===== src/rtl/bram_axis_reader.sv =====
// bram_axis_reader: reads a contiguous, wrapping address range from a
// simple dual-port BRAM (1-cycle read latency) and streams the words out as
// an AXI4-Stream master with tlast on the final beat. A 2-entry skid FIFO
// plus a credit check on read issue keeps full throughput under arbitrary
// backpressure without losing or duplicating words.
module bram_axis_reader #(
  parameter int DATA_WIDTH = 32,
  parameter int RAM_DEPTH  = 512,
  parameter int ADDR_WIDTH = 9
) (
  input  logic                  aclk,
  input  logic                  aresetn,
  input  logic                  start,
  input  logic [ADDR_WIDTH-1:0] start_addr,
  input  logic [ADDR_WIDTH:0]   length,
  output logic                  busy,
  output logic                  done,
  output logic [ADDR_WIDTH-1:0] bram_addrb,
  output logic                  bram_enb,
  input  logic [DATA_WIDTH-1:0] bram_doutb,
  output logic [DATA_WIDTH-1:0] m_axis_tdata,
  output logic                  m_axis_tvalid,
  input  logic                  m_axis_tready,
  output logic                  m_axis_tlast
);

  typedef enum logic [1:0] {IDLE, RUN, DRAIN, DONE} state_t;

  state_t                state, state_nxt;
  logic [ADDR_WIDTH-1:0] rd_addr;
  logic [ADDR_WIDTH:0]   issue_cnt;
  logic [ADDR_WIDTH:0]   beat_cnt;
  logic                  accept;
  logic                  pop;
  logic                  room;
  logic [2:0]            used;

  // Read pipeline stage: the valid flag travels one cycle behind bram_enb,
  // matching the BRAM read latency.
  logic                  rd_vld_p1;

  // Output skid FIFO (2 entries) feeding the stream.
  logic [DATA_WIDTH-1:0] fifo_mem [2];
  logic                  wr_ptr;
  logic                  rd_ptr;
  logic [1:0]            occ;

  assign pop           = m_axis_tvalid & m_axis_tready;
  assign m_axis_tvalid = (occ != 2'd0);
  assign m_axis_tdata  = fifo_mem[rd_ptr];
  assign m_axis_tlast  = m_axis_tvalid && (beat_cnt == (ADDR_WIDTH+1)'(1));
  assign bram_addrb    = rd_addr;

  // Words already buffered or in flight, less the one leaving this cycle,
  // must leave a free slot for a new read to land in.
  assign used = {1'b0, occ} + {2'b00, rd_vld_p1};
  assign room = used < (3'd2 + {2'b00, pop});

  // FSM state register.
  always_ff @(posedge aclk) begin
    if (!aresetn) state <= IDLE;
    else          state <= state_nxt;
  end

  // FSM next-state and control outputs.
  always_comb begin
    state_nxt = state;
    bram_enb  = 1'b0;
    busy      = 1'b0;
    done      = 1'b0;
    accept    = 1'b0;
    case (state)
      IDLE: begin
        if (start && (length != '0)) begin
          accept    = 1'b1;
          state_nxt = RUN;
        end
      end
      RUN: begin
        busy = 1'b1;
        if ((issue_cnt != '0) && room) begin
          bram_enb = 1'b1;
          if (issue_cnt == (ADDR_WIDTH+1)'(1)) state_nxt = DRAIN;
        end
      end
      DRAIN: begin
        busy = 1'b1;
        if (pop && m_axis_tlast) state_nxt = DONE;
      end
      DONE: begin
        done = 1'b1;
        if (start && (length != '0)) begin
          accept    = 1'b1;
          state_nxt = RUN;
        end else begin
          state_nxt = IDLE;
        end
      end
      default: state_nxt = IDLE;
    endcase
  end

  // Address and transfer counters: loaded on accept, stepped per issue/beat.
  always_ff @(posedge aclk) begin
    if (!aresetn) begin
      rd_addr   <= '0;
      issue_cnt <= '0;
      beat_cnt  <= '0;
    end else if (accept) begin
      rd_addr   <= start_addr;
      issue_cnt <= length;
      beat_cnt  <= length;
    end else begin
      if (bram_enb) begin
        rd_addr   <= (rd_addr == ADDR_WIDTH'(RAM_DEPTH-1)) ? '0 : rd_addr + 1'b1;
        issue_cnt <= issue_cnt - 1'b1;
      end
      if (pop) beat_cnt <= beat_cnt - 1'b1;
    end
  end

  // Capture returning BRAM data into the FIFO and retire handshaken beats.
  always_ff @(posedge aclk) begin
    if (!aresetn) begin
      rd_vld_p1   <= 1'b0;
      wr_ptr      <= 1'b0;
      rd_ptr      <= 1'b0;
      occ         <= 2'd0;
      fifo_mem[0] <= '0;
      fifo_mem[1] <= '0;
    end else begin
      rd_vld_p1 <= bram_enb;
      if (rd_vld_p1) begin
        fifo_mem[wr_ptr] <= bram_doutb;
        wr_ptr           <= ~wr_ptr;
      end
      if (pop) rd_ptr <= ~rd_ptr;
      occ <= occ + {1'b0, rd_vld_p1} - {1'b0, pop};
    end
  end

endmodule


===== config.mk =====
export PLATFORM = sky130hd
export DESIGN_NAME = bram_axis_reader
export DESIGN_NICKNAME = d
export VERILOG_FILES = /design/src/rtl/bram_axis_reader.sv
export SDC_FILE = /design/constraint.sdc
export NUM_CORES = 1
export LEC_CHECK = 0
export CAP_MARGIN = 20
export CORE_AREA = 2 2 97 118
export DETAILED_ROUTE_END_ITERATION = 16
export DIE_AREA = 0 0 99 120
export PLACE_DENSITY = 0.82
export REMOVE_ABC_BUFFERS = 1
export SYNTH_ARGS = -nofsm -noshare
export SYNTH_HDL_FRONTEND = slang
export SYNTH_SLANG_ARGS = --single-unit
export TNS_END_PERCENT = 50

===== constraint.sdc =====
create_clock -name aclk -period 2.98 [get_ports aclk]
set_clock_uncertainty 0.1 [all_clocks]
set_input_delay 0.447 -clock aclk [delete_from_list [all_inputs] [get_ports aclk]]
set_output_delay 0.447 -clock aclk [all_outputs]
set_load 0.005 [all_outputs]

==> run summary <==
PwrDens - 816 nW/µm²
Global-route usage over all layers - 18.8%
First-pass GRT wire length - 17800 µm
GRT overflow - 0
I/O Buffers - 100
Die height - 120 µm
Setup-failing EPs final - 0
Crit path DAT - 2210 ps
Post-cts sizing count - 0
#FFs+latches synth - 101
TritonCTS clock tree - built
Status - completed
Initial core utilization - 44.9%
Largest net degree at the start of global routing - 34
P_leak - 2.36 nW
I/O pins - 101
Max-cap violations - 0
Most frequent cell after synthesis - and2_1
Initial DRC Count - 150
Post-Syn Instances - 424
Total core area - 10800 µm²
Yosys top cell area share - 39.8%
Initial antenna violation count - 0
Sequential element share of the synthesized area - 55.1%
Root Driver - clkbuf_16
Final Non-Filler Cells - 664
Worst r2r src - bram_addrb[0]
Worst skew pair latency - 330 ps
H-tree depth - 3
Min-Delay Path Class - reg -> reg
Final Util - 58.6%
EDFF count, synth - 64
VDD IR-drop max - 0.439 mV
Worst slew pin tran - 1050 ps
Largest cells by area after synthesis - edfxtp_1 40%, dfxtp_1 15%, and2_1 9.2%
CTS buffer count - 9
YS warnings - 0
Worst-path clk slew - 70 ps
Fin. Hold Viols - 0
# rows - 42
Slew Limit Fails - 0
Mean Syn Cell Area - 11.4 µm²
Via count - 3650
HPWL Detailed - 7740 µm
Area grow syn2layout - 30.5%
Per-cell routed wire length - 16.4 µm
Layout cells sized above 1 - 12.2%
Worst Path Required - 2430 ps
Hold_sp - bram_addrb[8]
Final TNS setup - 0 ps
Hold bufs inserted after CTS - 0
Final Net Count - 596
Maximum achievable frequency - 363 MHz
Top_reg_cell synth - edfxtp_1
DIE AREA - 11900 µm²
Vias in the first global route - 3620
Ys async rst share - 0%
Die Span X - 99 µm
Crit path kind - reg -> out
Worst slew margin - 29.5%
RSZ-0062 raised after global routing - false
Synthesized cell area - 4830 µm²
# Post-CTS Setup Buffers - 0
Library cells used by synthesis - 48
Longest Clk Path Bufs - 2
DRT Pass-1 Iters - 7
Total clock sinks - 101
Startpoint types - flip-flop
Diode count - 0
Reg-to-reg slack, setup - 510 ps
# DRC - 0
Cell taking the most area after synthesis - edfxtp_1
Synth top cells by count - 71 x and2_1, 64 x edfxtp_1, 37 x dfxtp_1, 32 x mux2_2, 28 x o21ai_0
CP Max Fanout - 6
DR vias/cell - 5.50
Dpl cells - 648
Antenna-violating nets left - 0
CP startpoint - rd_vld_p1
Final min period - 2750 ps
Final worst-path cycle share - 92.4%
CP endpoint kind - output pin
WL final - 10900 µm
Routability cong. - 0.869
-- power breakdown --
group	leakage, nW	switching [mW]	internal [mW]
logic	1.24	0.921	1.02
registers	0.971	0.252	1.82
clock network	0.145	0.542	0.589
total	2.36	1.71	3.43
-- cells in the final DEF, fill, tap and decap left out, drive strengths merged, types with 4 or more instances in the layout --
cell / synthesis / final
and3: 4 / 4
inv: 12 / 18
mux2: 32 / 32
nor3: 5 / 5
a31oi: 14 / 14
dfxtp: 37 / 37
nor4: 4 / 4
nor2b: 5 / 5
nand2: 12 / 12
nand4: 7 / 7
a21oi: 15 / 15
and2: 71 / 71
clkdlybuf4s50: 0 / 100
buf: 6 / 12
nand3: 8 / 8
ha: 14 / 14
o21ai: 30 / 30
or4: 6 / 6
xnor2: 11 / 11
xor2: 5 / 5
clkbuf: 14 / 9
nor2: 18 / 18
edfxtp: 64 / 64
-- path summary, 6_finish.rpt --
check / endpoint / cells after the start
setup / recovery: bram_enb / 6
hold / removal: bram_addrb[8] / 2
setup reg to reg: bram_addrb[2] / 7
hold reg to reg: bram_addrb[8] / 2
-- state kept, by name, indices dropped and copies added, names as in the netlist, named ones only --
| signal | flops |
|---|---|
| bram_addrb | 9 |
| issue_cnt | 10 |
| state | 2 |
| fifo_mem | 64 |
| rd_ptr | 1 |
| rd_vld_p1 | 1 |
| beat_cnt | 10 |
| wr_ptr | 1 |
| occ | 2 |
-- metal layers --
layer  part of all wire, %  global-route usage, %  up-vias
met5                     0                      0        -
met4                   2.0                   6.08        0
met3                   6.3                   4.60       18
met2                    50                   32.1      150
met1                    42                   23.2     1730
li1                      -                      -     1752
-- through the flow --
step           hold WS (ps)  power (mW)  worst slack, ps  instance area, µm²
4_1_cts                 413        5.17              215                6310
3_3_place_gp            393        3.95              287                6020
5_1_grt                 437        5.48             72.6                6310
3_5_place_dp            392        4.03              275                6020
2_1_floorplan           370        3.14             -312                4750
6_report                413        5.15              227                6310
-- critical path, stage by stage, from the launching register on --
cell and delay [ps]:
dfxtp_1 370, ha_1 220, ha_1 220, nor2b_1 250, nand3_1 180, inv_1 120, clkdlybuf4s50_1 510
-- logic make-up after synthesis --
group	Yosys count	synth area share (%)
AO/OA/AOI/OAI	75	9.68
multiplexers	33	7.66
buffers and inverters	33	2.69
AND/OR/NAND/NOR	152	18.4
XOR/XNOR	16	2.90
flip-flops	101	55.1
adder cells (fa/ha/maj)	14	3.62
-- final cells by class --
type                       instances  area (µm²)
fill                             851        4460
sequential                       101        2660
multi-input combinational        290        2050
timing repair buffer             112        1090
clock buffer                       9         225
tap                              132         165
clock inverter                     7        62.6
inverter                          13        48.8
Power figures use the tool's default switching activity.
